[config.mk]
export PLATFORM = sky130hd
export DESIGN_NAME = mips_alu_mc
export DESIGN_NICKNAME = d
export VERILOG_FILES = /design/src/rtl/mips_alu_mc.sv
export SDC_FILE = /design/constraint.sdc
export NUM_CORES = 1
export LEC_CHECK = 0
export ABC_AREA = 1
export CELL_PAD_IN_SITES_DETAIL_PLACEMENT = 1
export CELL_PAD_IN_SITES_GLOBAL_PLACEMENT = 2
export CORE_MARGIN = 4
export CORE_UTILIZATION = 25
export DETAILED_ROUTE_END_ITERATION = 6
export GPL_ROUTABILITY_DRIVEN = 0
export PLACE_DENSITY_LB_ADDON = 0.1
export SLEW_MARGIN = 20
export SYNTH_ARGS = -nofsm -noshare
export SYNTH_HDL_FRONTEND = slang
export SYNTH_SLANG_ARGS = --single-unit
[constraint.sdc]
create_clock -name clk -period 6.8 [get_ports clk]
set_clock_uncertainty 0.15 [all_clocks]
set_input_delay 0.68 -clock clk [delete_from_list [all_inputs] [get_ports clk]]
set_output_delay 0.68 -clock clk [all_outputs]
set_load 0.005 [all_outputs]
[src/rtl/mips_alu_mc.sv]
// Multi-cycle MIPS ALU: single-cycle logic/arith ops plus iterative MULT/MULTU/DIV/DIVU
// sharing one 2*WIDTH shift register, with valid/ready handshakes on both sides.
module mips_alu_mc #(
  parameter int unsigned WIDTH = 32,
  parameter int unsigned CNT_W = 6
) (
  input  logic             clk,
  input  logic             rst,
  input  logic             in_valid,
  output logic             in_ready,
  input  logic [3:0]       op,
  input  logic [WIDTH-1:0] a,
  input  logic [WIDTH-1:0] b,
  output logic             out_valid,
  input  logic             out_ready,
  output logic [WIDTH-1:0] result,
  output logic [WIDTH-1:0] hi,
  output logic [WIDTH-1:0] lo,
  output logic             zero,
  output logic             ovf,
  output logic             dbz
);

  localparam logic [3:0] OP_OR   = 4'd0;
  localparam logic [3:0] OP_AND  = 4'd1;
  localparam logic [3:0] OP_XOR  = 4'd2;
  localparam logic [3:0] OP_ADD  = 4'd3;
  localparam logic [3:0] OP_NOR  = 4'd4;
  localparam logic [3:0] OP_NAND = 4'd5;
  localparam logic [3:0] OP_SLT  = 4'd6;
  localparam logic [3:0] OP_SUB  = 4'd7;

  typedef enum logic [1:0] {S_IDLE, S_EXEC, S_DONE} state_t;

  state_t r_state, w_state_next;

  logic [2*WIDTH-1:0] r_p;
  logic [WIDTH-1:0]   r_opnd;
  logic               r_neg_a, r_neg_b, r_div;
  logic [CNT_W-1:0]   r_cnt;
  logic [WIDTH-1:0]   r_result, r_hi, r_lo;
  logic               r_zero, r_ovf, r_dbz;

  logic               w_accept, w_is_long, w_last;
  logic [WIDTH-1:0]   w_sum, w_diff, w_alu_res;
  logic               w_alu_ovf;
  logic               w_neg_a, w_neg_b;
  logic [WIDTH-1:0]   w_mag_a, w_mag_b;
  logic [WIDTH:0]     w_madd, w_shift;
  logic               w_ge;
  logic [WIDTH-1:0]   w_dsub;
  logic [2*WIDTH-1:0] w_p_next, w_prod_fix;
  logic [WIDTH-1:0]   w_q_fix, w_r_fix, w_fin_hi, w_fin_lo;

  assign w_accept  = in_valid & in_ready;
  assign w_is_long = op[3] & ~op[2];
  assign w_last    = (r_cnt == CNT_W'(WIDTH - 1));

  // State register
  always_ff @(posedge clk or posedge rst) begin
    if (rst) r_state <= S_IDLE;
    else     r_state <= w_state_next;
  end

  // Next-state logic
  always_comb begin
    w_state_next = r_state;
    case (r_state)
      S_IDLE:  if (w_accept) w_state_next = w_is_long ? S_EXEC : S_DONE;
      S_EXEC:  if (w_last) w_state_next = S_DONE;
      S_DONE:  if (out_ready) w_state_next = S_IDLE;
      default: w_state_next = S_IDLE;
    endcase
  end

  // Handshake outputs decoded from the state register
  always_comb begin
    in_ready  = 1'b0;
    out_valid = 1'b0;
    case (r_state)
      S_IDLE:  in_ready = ~rst;
      S_DONE:  out_valid = 1'b1;
      default: ;
    endcase
  end

  // Single-cycle operations
  always_comb begin
    w_sum     = a + b;
    w_diff    = a - b;
    w_alu_res = '0;
    w_alu_ovf = 1'b0;
    case (op)
      OP_OR:   w_alu_res = a | b;
      OP_AND:  w_alu_res = a & b;
      OP_XOR:  w_alu_res = a ^ b;
      OP_ADD: begin
        w_alu_res = w_sum;
        w_alu_ovf = (a[WIDTH-1] == b[WIDTH-1]) && (w_sum[WIDTH-1] != a[WIDTH-1]);
      end
      OP_NOR:  w_alu_res = ~(a | b);
      OP_NAND: w_alu_res = ~(a & b);
      OP_SLT:  w_alu_res = {{(WIDTH-1){1'b0}}, ($signed(a) < $signed(b))};
      OP_SUB: begin
        w_alu_res = w_diff;
        w_alu_ovf = (a[WIDTH-1] != b[WIDTH-1]) && (w_diff[WIDTH-1] != a[WIDTH-1]);
      end
      default: w_alu_res = '0;
    endcase
  end

  // Operand magnitudes; signed ops are op 8 and 10 (op[0] clear)
  always_comb begin
    w_neg_a = ~op[0] & a[WIDTH-1];
    w_neg_b = ~op[0] & b[WIDTH-1];
    w_mag_a = w_neg_a ? (-a) : a;
    w_mag_b = w_neg_b ? (-b) : b;
  end

  // One iteration: shift-add multiply or restoring divide on r_p = {upper, lower}
  always_comb begin
    w_madd   = {1'b0, r_p[2*WIDTH-1:WIDTH]} + (r_p[0] ? {1'b0, r_opnd} : '0);
    w_shift  = {r_p[2*WIDTH-1:WIDTH], r_p[WIDTH-1]};
    w_ge     = (w_shift >= {1'b0, r_opnd});
    w_dsub   = w_shift[WIDTH-1:0] - r_opnd;
    if (r_div) w_p_next = {(w_ge ? w_dsub : w_shift[WIDTH-1:0]), r_p[WIDTH-2:0], w_ge};
    else       w_p_next = {w_madd, r_p[WIDTH-1:1]};
    w_prod_fix = (r_neg_a ^ r_neg_b) ? (-w_p_next) : w_p_next;
    w_q_fix    = (r_neg_a ^ r_neg_b) ? (-w_p_next[WIDTH-1:0]) : w_p_next[WIDTH-1:0];
    w_r_fix    = r_neg_a ? (-w_p_next[2*WIDTH-1:WIDTH]) : w_p_next[2*WIDTH-1:WIDTH];
    if (r_div) begin
      w_fin_hi = w_r_fix;
      w_fin_lo = (r_opnd == '0) ? '1 : w_q_fix;
    end else begin
      w_fin_hi = w_prod_fix[2*WIDTH-1:WIDTH];
      w_fin_lo = w_prod_fix[WIDTH-1:0];
    end
  end

  // Datapath and result registers
  always_ff @(posedge clk or posedge rst) begin
    if (rst) begin
      r_p      <= '0;
      r_opnd   <= '0;
      r_neg_a  <= 1'b0;
      r_neg_b  <= 1'b0;
      r_div    <= 1'b0;
      r_cnt    <= '0;
      r_result <= '0;
      r_hi     <= '0;
      r_lo     <= '0;
      r_zero   <= 1'b0;
      r_ovf    <= 1'b0;
      r_dbz    <= 1'b0;
    end else if (w_accept) begin
      if (w_is_long) begin
        r_p     <= {{WIDTH{1'b0}}, w_mag_a};
        r_opnd  <= w_mag_b;
        r_neg_a <= w_neg_a;
        r_neg_b <= w_neg_b;
        r_div   <= op[1];
        r_cnt   <= '0;
      end else begin
        r_result <= w_alu_res;
        r_zero   <= (w_alu_res == '0);
        r_ovf    <= w_alu_ovf;
        r_dbz    <= 1'b0;
      end
    end else if (r_state == S_EXEC) begin
      r_p   <= w_p_next;
      r_cnt <= r_cnt + CNT_W'(1);
      if (w_last) begin
        r_hi     <= w_fin_hi;
        r_lo     <= w_fin_lo;
        r_result <= w_fin_lo;
        r_zero   <= (w_fin_lo == '0);
        r_ovf    <= 1'b0;
        r_dbz    <= r_div && (r_opnd == '0);
      end
    end
  end

  assign result = r_result;
  assign hi     = r_hi;
  assign lo     = r_lo;
  assign zero   = r_zero;
  assign ovf    = r_ovf;
  assign dbz    = r_dbz;

endmodule

==> reports/metrics.csv, run 1 <==
stage,metric,value,unit
drt,wl,140000,µm
global_route,grtUsageMet2,47.7,%
global_route,use_met1,33.8,%
sta,setup_ws,1.60,ns
clocking,htree_levels,1,
die,die_width,320,µm
yosys,synthSimpleGateAreaFrac,39.0,%
yosys,synth_flop_cell,dfrtp_1,
drt,routed_via_density,5.10,
placed_design,port_buffers,172,
yosys,syn_avg_cell_area,5.90,µm²
global_route,busiest_layer,met2,
critical_path,required,7.11,ns
cells_and_area,antennaDiodeCount,0,
hold_path,min_path_type,reg2reg,
clocking,clk_latency,0.58,ns
drt,ant_nets,0,
sta,hold_ws,0.326,ns
power_and_ir_drop,worst_ir_drop_vdd,169,µV
critical_path,cp_max_fo,21,
clocking,cts-root-buf,clkbuf_16,
yosys,async_flop_share,100,%
sta,tightest_slew,0.962,ns
critical_path,critPathKind,reg2reg,
die,dieArea,102000,µm²
sta,fin_crit,5.20,ns
yosys,synth_top_family_by_area,simple AND/OR/NAND/NOR gates,
cells_and_area,area_delta_synth_final,16.8,%
cells_and_area,layout-drive-gt1-share,4.34,%
global_route,grt_max_degree,110,
clocking,cts_setup_buffers,0,
placed_design,dp_hpwl,117000,µm
cells_and_area,fin_nets,4478,
yosys,synth.area.mux_share,0,%
die,core-area,96700,µm²
sta,period_share,76.5,%
cells_and_area,instances_no_fill,5536,
die,die_y,320,µm
clocking,holdBufCountCts,0,
sta,max_freq,0.192,GHz
die,start_util,25.2,%
critical_path,crit_path_start_kind,flip-flop,
yosys,synth_compound_area_share,17.4,%
drt,first_pass_iters,5,
clocking,clkSinkCount,206,
yosys,syn_nets,4369,
yosys,synth_edf_count,0,
power_and_ir_drop,power_density,445,nW/µm²
global_route,grt_first_pass_wirelength,203000,µm
global_route,grt.overflow.total,0,
sta,finalSetupTns,0,ns
cells_and_area,post-route-util,29.4,%
global_route,grt_pass1_vias,29300,
yosys,synth-seq-cells,206,
placed_design,pre_cts_ws,1.25,ns
yosys,synthAdderAreaFrac,8.75,%
yosys,seq_area_frac_synth,21.2,%
sta,setup_viol,0,
yosys,synth_area,24400,µm²
die,fp-row-count,114,
yosys,yosysUniqueCellTypes,60,
sta,final_hold_viol_count,0,
sta,slew_headroom,35.4,%
drt,drc,0,
drt,via_count,28200,
global_route,grt_use_total,26.6,%
placed_design,dp.cells,5484,
yosys,synth_cells,4129,
clocking,cts_tree,done,
critical_path,worstSetupEndpointType,flip-flop,
clocking,clk_pin_slew,0.06,ns
sta,rsz0062_at_grt,no,
global_route,antenna_found_initial,1,
run,max-cap-violations,0,
power_and_ir_drop,leakagePower,14.0,nW
sta,final-max-slew-violation-count,0,
clocking,post_cts_resized,0,
drt,wl_per_cell,25.3,µm
clocking,clockBufferDepth,3,
global_route,grtUsageMet3,1.78,%
clocking,cts_made_buffers,28,
drt,first_iter_violations,1931,
yosys,yosys_warnings,0,
yosys,synth_xor_xnor_area_share,2.01,%
run_status,status,completed,
die,ios,173,
critical_path,cp_data_arrival_time,5.51,ns
## layout by cell type, fill, tap and decap left out, drive strengths merged, types with 38 or more instances in the layout
master         Yosys  layout
a21oi            229     229
buf               37      45
clkbuf           101      40
clkdlybuf4s50      0     172
dfrtp            206     206
ha               164     164
inv              589     591
nand2           1169    1169
nand3            364     364
nand4             91      91
nor2             450     450
nor3              74      74
o21ai            367     367
o22ai             38      38
xor2              52      52
## synth_stat cells, types with 4 or more instances
master / count / area, µm²
clkbuf_1: 101 / 379
ha_1: 164 / 2050
a221oi_1: 15 / 131
nand3_1: 358 / 1790
o21bai_1: 21 / 158
xnor2_1: 4 / 35.0
nand3_2: 4 / 40.0
nor2_4: 7 / 78.8
fa_1: 4 / 80.1
a31oi_1: 8 / 50.1
o22ai_1: 38 / 238
nand2_2: 12 / 75.1
a21o_1: 7 / 52.6
inv_2: 13 / 48.8
nor2_1: 424 / 1590
o31ai_1: 5 / 37.5
a21boi_0: 9 / 67.6
nor3b_1: 4 / 30.0
a21oi_1: 225 / 1130
o21ai_0: 348 / 1740
buf_1: 12 / 45.0
xor2_1: 52 / 455
dfrtp_1: 206 / 5150
inv_1: 576 / 2160
o21ai_1: 18 / 90.1
nor3_2: 8 / 80.1
nand3b_1: 19 / 143
o221ai_1: 21 / 184
nor2_2: 17 / 106
buf_6: 6 / 67.6
clkinv_1: 6 / 22.5
nand4_1: 90 / 563
or2_2: 11 / 68.8
nor3_1: 66 / 330
buf_2: 16 / 80.1
o211ai_1: 12 / 90.1
nand2_1: 1155 / 4340
a211oi_1: 16 / 120
nor4_1: 12 / 75.1
## layer usage
| metal | wire length (µm) | part of all wire, % |
|---|---|---|
| met5 | 0 | 0 |
| met4 | 5520 | 3.9 |
| met3 | 4190 | 3.0 |
| met2 | 69300 | 50 |
| met1 | 60900 | 44 |
## path summary, 6_finish.rpt
check / startpoint / to / slack, ns / depth (start not counted)
max in group asynchronous: rst / r_div / 4.83 / 3
hold reg to reg: hi[26] / hi[26] / 0.33 / 2
min in group asynchronous: rst / ovf / 0.53 / 2
hold / removal: hi[26] / hi[26] / 0.33 / 2
setup reg to reg: r_p[0] / hi[18] / 1.60 / 23
setup / recovery: r_p[0] / hi[18] / 1.60 / 23
## state kept, by name, indices dropped and copies added, names as in the netlist, 2 cells and up
| signal | count |
|---|---|
| hi | 32 |
| lo | 32 |
| r_cnt | 6 |
| r_opnd | 32 |
| r_p | 64 |
| r_state | 2 |
| result | 32 |
## layout make-up
cell class / count / area (µm²)
clock buffer: 40 / 786
sequential: 206 / 5160
inverter: 595 / 2240
timing repair buffer: 217 / 2070
clock inverter: 12 / 185
tap: 1276 / 1600
multi-input combinational: 3190 / 16400
fill: 12600 / 68300
## power by group
part           internal, mW  switching, mW  leakage, nW
clock                 0.959          0.625        0.477
sequential             1.59          0.475         2.67
combinational          2.51           6.49         10.9
total                  5.06           7.59         14.0
## critical path, stage by stage, from the launching register on
cell and delay, ns:
dfrtp_1 0.63, buf_4 0.35, nand2_1 0.09, inv_1 0.08, ha_1 0.26, fa_1 0.51, nand3_1 0.11, nand2_1 0.19
nand2_1 0.11, nand2_1 0.20, nand3_1 0.14, nand2_1 0.11, o21ai_0 0.55, nand3_1 0.34, nor2_1 0.21, nand2_1 0.13
nor2_1 0.27, nand3_1 0.12, nand2_1 0.08, nand2_1 0.09, nand2_1 0.10, nand2_1 0.05, nand3_1 0.14, nand2_1 0.07
## metrics by stage
step,area (µm²),total power [mW]
after floorplan,24400,7.46
after global placement,27500,11.1
after detailed placement,27500,11.1
after CTS,28500,12.8
after global routing,28500,13.7
final,28500,12.6
## logic make-up after synthesis
| logic type | Yosys count |
|---|---|
| and+or+nand+nor | 2206 |
| xor gates and xnor gates | 56 |
| AOI/OAI and AO/OA | 760 |
| DFF | 206 |
| buffers and inverters | 733 |
| adders and majority gates | 168 |
Power figures use the tool's default switching activity.
==> run 2: changes to the inputs <==
==> constraint.sdc (replaced) <==
create_clock -name clk -period 4.7 [get_ports clk]
set_clock_uncertainty 0.15 [all_clocks]
set_input_delay 0.47 -clock clk [delete_from_list [all_inputs] [get_ports clk]]
set_output_delay 0.47 -clock clk [all_outputs]
set_load 0.005 [all_outputs]
==> run 2 against run 1 <==
Clock power is 37% higher. Routed wire length is 2.0% higher. Power is 52% higher. Combinational power is 58% higher. Largest cell class unchanged.
==> reports/metrics.csv, run 2 (synthesis gave the netlist of run 1 again) <==
stage,metric,value,unit,change
power_and_ir_drop,internal-power,7.94,mW,was 5.06 mW
cells_and_area,largest_register_ffs,64,,unchanged
critical_path,cp_slowest_stage_delay,0.39,ns,was 0.63 ns
sta,final_hold_viol_count,0,,unchanged
power_and_ir_drop,leakagePower,14.9,nW,was 14.0 nW
run,max-cap-violations,0,,unchanged
power_and_ir_drop,power_frac_comb,73.6,%,was 71.1%
placed_design,dp_hpwl,122000,µm,was 117000 µm
placed_design,pre_cts_ws,0.0604,ns,was 1.25 ns
die,dieArea,102000,µm²,unchanged
drt,ant_nets,0,,unchanged
sta,period_share,91.6,%,was 76.5%
clocking,htree_levels,1,,unchanged
drt,wl_per_cell,25.0,µm,was 25.3 µm
die,die_width,320,µm,unchanged
sta,rsz0062_at_grt,no,,unchanged
sta,setup_ws,0.396,ns,was 1.60 ns
clocking,clk_pin_slew,0.06,ns,about the same
cells_and_area,area_delta_synth_final,22.4,%,was 16.8%
cells_and_area,fin_nets,4654,,was 4478
die,fp-row-count,114,,unchanged
die,start_util,25.2,%,unchanged
clocking,clk_latency,0.59,ns,was 0.58 ns
critical_path,crit_path_start_kind,flip-flop,,unchanged
global_route,grt_use_total,27.2,%,was 26.6%
power_and_ir_drop,sequentialPowerShare,15.2,%,was 16.4%
clocking,clockBufferDepth,3,,unchanged
drt,first_iter_violations,1863,,was 1931
critical_path,critPathKind,reg2reg,,unchanged
power_and_ir_drop,switching_power,11.3,mW,was 7.59 mW
sta,setup_viol,0,,unchanged
global_route,grt_first_pass_wirelength,208000,µm,was 203000 µm
clocking,clkSinkCount,206,,unchanged
critical_path,cp_max_fo,24,,was 21
cells_and_area,layout-drive-gt1-share,8.30,%,was 4.34%
sta,tightest_slew,0.979,ns,was 0.962 ns
run_status,status,completed,,unchanged
sta,finalSetupTns,0,ns,unchanged
cells_and_area,layout_commonest_cell,nand2_1,,unchanged
clocking,holdBufCountCts,0,,unchanged
global_route,grt_max_degree,99,,was 110
power_and_ir_drop,power_density,647,nW/µm²,was 445 nW/µm²
die,ios,173,,unchanged
critical_path,cp_data_arrival_time,4.63,ns,was 5.51 ns
critical_path,required,5.02,ns,was 7.11 ns
placed_design,port_buffers,172,,unchanged
clocking,cts-root-buf,clkbuf_16,,unchanged
critical_path,crit_slowest_cell,dfrtp_1,,unchanged
critical_path,worstSetupEndpointType,flip-flop,,unchanged
power_and_ir_drop,clockPowerShare,11.2,%,was 12.5%
clocking,cts_made_buffers,28,,unchanged
global_route,grt_pass1_vias,30100,,was 29300
drt,wl,143000,µm,was 140000 µm
sta,slew_headroom,34.8,%,was 35.4%
cells_and_area,nFillCells,12700,,was 12600
clocking,cts_tree,done,,unchanged
cells_and_area,layout_common_cells,"nand2_1, inv_1, nor2_1, nand3_1, o21ai_0",,unchanged
global_route,grt.overflow.total,0,,unchanged
die,die_y,320,µm,unchanged
cells_and_area,largest_register,r_p,,unchanged
drt,drc,0,,unchanged
power_and_ir_drop,switching_share,58.8,%,was 60.0%
drt,routed_via_density,5.05,,was 5.10
drt,first_pass_iters,5,,unchanged
drt,via_count,28900,,was 28200
sta,max_freq,0.232,GHz,was 0.192 GHz
hold_path,min_path_type,in2async,,was reg2reg
power_and_ir_drop,total_power,19.3,mW,was 12.6 mW
sta,final-max-slew-violation-count,0,,unchanged
power_and_ir_drop,worst_ir_drop_vdd,319,µV,was 169 µV
sta,fin_crit,4.30,ns,was 5.20 ns
critical_path,cp_common_cell,nand2_1,,unchanged
global_route,antenna_found_initial,3,,was 1
die,core-area,96700,µm²,unchanged
## run 2: area by class of cell
cell class | count | area (µm²) | share of cell area (%)
Multi-Input combinational cell | 3190 | 16400 | 55.2
Timing Repair Buffer | 393 | 3460 | 11.6
Clock buffer | 40 | 786 | 2.64
Tap cell | 1276 | 1600 | 5.36
Clock inverter | 11 | 129 | 0.432
Inverter | 595 | 2240 | 7.50
Antenna cell | 2 | 5.00 | 0.0168
Sequential cell | 206 | 5160 | 17.3
## run 2: path summary, 6_finish.rpt
path / from / end / slack [ns] / depth (start not counted)
hold / removal: rst / r_state[1] / 0.21 / 2
min in group clk: out_ready / r_state[1] / 0.32 / 2
max in group asynchronous: rst / r_div / 3.20 / 3
setup / recovery: r_opnd[24] / hi[28] / 0.40 / 28
hold reg to reg: hi[25] / hi[25] / 0.33 / 2
setup reg to reg: r_opnd[24] / hi[28] / 0.40 / 28
## run 2: metal layers
metal / track usage (%) / up-vias / share of wire [%] / wire length, µm
met2: 48.0 / 583 / 49 / 69500
met1: 34.5 / 14100 / 43 / 62000
li1: - / 14000 / - / -
met3: 1.63 / 169 / 2.9 / 4100
met5: 0 / - / 0.013 / 18
met4: 11.1 / 2 / 4.9 / 7010
## run 2: critical path: cells and delay by family, from the launching register on
kind	cells	cell delay, ns
AOI/OAI and AO/OA	1	0.15
adders and majority gates	1	0.36
buffers and inverters	6	0.77
DFF	1	0.39
and+or+nand+nor	20	2.31
## run 2: power groups by stage
stage               registers (mW)  logic, mW  clock network (mW)
floorplan                     2.65       8.15                   0
global placement              2.94       14.2                   0
detailed placement            2.95       14.1                   0
CTS                           2.93       14.2                2.23
global route                  2.99       15.6                2.30
finish                        2.93       14.2                2.17
## run 2: per-stage QoR
| step | cells | util (%) | hold WS (ns) | instance area, µm² |
|---|---|---|---|---|
| 2_1_floorplan | 4129 | - | 0.299 | 24400 |
| 3_3_place_gp | 5660 | 29.8 | 0.316 | 28900 |
| 3_5_place_dp | 5660 | 29.8 | 0.318 | 28900 |
| 4_1_cts | 5711 | 30.8 | 0.203 | 29800 |
| 5_1_grt | 5713 | 30.8 | 0.249 | 29800 |
| 6_report | 5713 | 30.8 | 0.211 | 29800 |
## run 2: timing repair
action	in CTS	in global routing
hold endpoints to repair	0	0
buffers inserted	0	0
endpoints found under the setup margin	0	18
resized for setup	0	9
==> run 3: changes to the inputs <==
--- a/config.mk
+++ b/config.mk
@@ -8,7 +8,8 @@
 export ABC_AREA = 1
 export CELL_PAD_IN_SITES_DETAIL_PLACEMENT = 1
 export CELL_PAD_IN_SITES_GLOBAL_PLACEMENT = 2
-export CORE_MARGIN = 4
+export CORE_ASPECT_RATIO = 0.5
+export CORE_MARGIN = 2
 export CORE_UTILIZATION = 25
 export DETAILED_ROUTE_END_ITERATION = 6
 export GPL_ROUTABILITY_DRIVEN = 0
==> run 3 against run 2 <==
Maximum frequency fell by 2.0%. Combinational power barely moved. First-iteration DRC count rose by 36%. Flip-flop and latch count did not move. Hold slack improved by 0.095 ns. Sequential power barely moved. Setup slack got worse by 0.089 ns. Clock-buffer cell count fell by 8. Global-route usage rose by 0.58 points. Core utilization rose by 0.23 points. Sequential share of layout area barely moved. Via count rose by 2.1%.
==> reports/metrics.csv, run 3 (synthesis gave the netlist of run 1 again) <==
stage,metric,value,unit,change
cells_and_area,seq_area,5160,µm²,about the same
critical_path,crit_chain,"inv_1, ha_1, nand2_1, nor3_2, nand3_1, nor2_4, nor2_8, buf_4, nand4_1, nand2_1, nor2_2, ha_1, inv_1, nor2_1, nand2_1, nor2_1, nand2_1, o21ai_1, nand2_1, nand2_1, nand2_1, nand3_1, nand2_1",,
clocking,cts_made_buffers,26,,was 28
sta,setup_viol,0,,unchanged
drt,first_pass_iters,7,,was 5
power_and_ir_drop,leakagePower,14.8,nW,was 14.9 nW
sta,finalSetupTns,0,ns,unchanged
placed_design,port_buffers,172,,unchanged
global_route,grt_first_pass_wirelength,205000,µm,was 208000 µm
critical_path,rrSetupSlack,0.31,ns,was 0.40 ns
sta,final-max-slew-violation-count,0,,unchanged
critical_path,cp_max_fo,8,,was 24
die,fp-row-count,80,,was 114
clocking,clk_pin_slew,0.08,ns,was 0.06 ns
die,dieArea,100000,µm²,was 102000 µm²
drt,ant_nets,0,,unchanged
drt,wl_per_cell,24.8,µm,was 25.0 µm
sta,fin_crit,4.39,ns,was 4.30 ns
die,ios,173,,unchanged
drt,first_iter_violations,2538,,was 1863
critical_path,crit_path_start_kind,flip-flop,,unchanged
placed_design,dp_hpwl,119000,µm,was 122000 µm
clocking,cts-root-buf,clkbuf_16,,unchanged
clocking,clkSinkCount,206,,unchanged
run_status,status,completed,,unchanged
critical_path,cp_data_arrival_time,4.71,ns,was 4.63 ns
global_route,busiest_layer,met2,,unchanged
power_and_ir_drop,power_density,651,nW/µm²,was 647 nW/µm²
power_and_ir_drop,total_power,19.4,mW,was 19.3 mW
global_route,antenna_found_initial,2,,was 3
drt,wl,141000,µm,was 143000 µm
critical_path,cp_common_cell,nand2_1,,unchanged
global_route,grt.overflow.total,0,,unchanged
cells_and_area,layout_common_cells,"nand2_1, inv_1, nor2_1, nand3_1, o21ai_0",,unchanged
sta,max_freq,0.228,GHz,was 0.232 GHz
critical_path,crit_slowest_cell,ha_1,,was dfrtp_1
global_route,grt_use_total,27.8,%,was 27.2%
critical_path,worst_path_dominant_cell_family,simple AND/OR/NAND/NOR gates,,unchanged
die,die_width,445,µm,was 320 µm
global_route,grtUsageMet2,42.8,%,was 48.0%
clocking,clk_latency,0.59,ns,about the same
critical_path,path_buf_inv,3,,was 6
critical_path,critPathKind,reg2reg,,unchanged
cells_and_area,instances_no_fill,5705,,was 5713
sta,tightest_slew,1.01,ns,was 0.979 ns
run,max-cap-violations,0,,unchanged
cells_and_area,largest_register_ffs,64,,unchanged
cells_and_area,area_delta_synth_final,22.3,%,was 22.4%
drt,routed_via_density,5.16,,was 5.05
global_route,use_met1,40.5,%,was 34.5%
cells_and_area,multi_input_comb_area,16400,µm²,about the same
clocking,cts_tree,done,,unchanged
clocking,htree_levels,1,,unchanged
hold_path,min_path_type,in2async,,unchanged
sta,final_hold_viol_count,0,,unchanged
critical_path,worstSetupEndpointType,flip-flop,,unchanged
cells_and_area,layout-drive-gt1-share,8.26,%,was 8.30%
sta,slew_headroom,33.0,%,was 34.8%
global_route,grt_max_degree,168,,was 99
cells_and_area,largest_register,r_p,,unchanged
die,core-area,95900,µm²,was 96700 µm²
cells_and_area,fin_nets,4653,,was 4654
critical_path,required,5.01,ns,was 5.02 ns
sta,rsz0062_at_grt,no,,unchanged
critical_path,cp_slowest_stage_delay,0.41,ns,was 0.39 ns
drt,drc,0,,unchanged
global_route,grtUsageMet3,3.76,%,was 1.63%
die,die_y,225,µm,was 320 µm
global_route,grt_pass1_vias,29900,,was 30100
sta,period_share,93.5,%,was 91.6%
cells_and_area,layout_commonest_cell,nand2_1,,unchanged
cells_and_area,nFillCells,12400,,was 12700
placed_design,dp.cells,5656,,was 5660
power_and_ir_drop,worst_ir_drop_vdd,308,µV,was 319 µV
drt,via_count,29500,,was 28900
clocking,clockBufferDepth,3,,unchanged
die,start_util,25.4,%,was 25.2%
==> run 3: changes by cell type in the layout (fill, tap and decap cells not counted), moves of 2 or more <==
cell,previous run,this run
clkbuf_8,4,1
clkbuf_1,8,4
nand3_1,355,357
inv_6,0,2
clkinv_4,2,0
nor3_2,8,10
nand3_2,7,5
buf_4,215,217
clkinvlp_4,3,6
bufinv_16,2,4
==> run 3: cell type report <==
type	instances	share of cell area, %
multi-input cells	3190	55.2
flip-flops and latches	206	17.3
repair buffers	394	11.6
inverters	595	7.51
well taps	1271	5.34
clock buffers	32	2.37
clock inverters	16	0.693
diodes	1	0.00840
==> run 3: worst paths after layout <==
check / from / to / depth (start not counted)
max: r_opnd[2] / hi[26] / 23
min: rst / hi[1] / 3
max reg2reg: r_opnd[2] / hi[26] / 23
min reg2reg: hi[19] / hi[19] / 2
max in group asynchronous: rst / r_div / 3
min in group clk: out_ready / r_state[1] / 2
==> run 3: stage by stage <==
step	setup WS, ns	util [%]	cell area [µm²]	hold WS (ns)
floorplan	1.41	-	24400	0.299
global placement	0.172	30.1	28900	0.318
detailed placement	0.157	30.1	28900	0.315
CTS	0.158	31.0	29800	0.267
global route	0.000488	31.1	29800	0.297
finish	0.307	31.1	29800	0.306
==> run 3: metal layers <==
layer	wire length (µm)	share of wire [%]
met5	0	0
met2	60000	42
met4	4070	2.9
met3	8500	6.0
met1	68800	49
==> run 3: worst min-delay path, cell delays in order <==
cell and delay [ns]:
clkdlybuf4s50_1 0.46, clkinvlp_4 0.12, buf_4 0.45
==> run 3: repair_timing <==
item / CTS / global route
resized for setup: 0 / 4
setup endpoints to repair: 0 / 2
hold buffers: 0 / 0
setup buffers: 0 / 0
==> run 3: power by group <==
group	internal (mW)	leakage, nW	total [mW]	switching [mW]
logic	4.38	11.7	14.2	9.86
clock network	1.30	0.433	2.25	0.951
registers	2.31	2.67	2.91	0.600
total	7.99	14.8	19.4	11.4
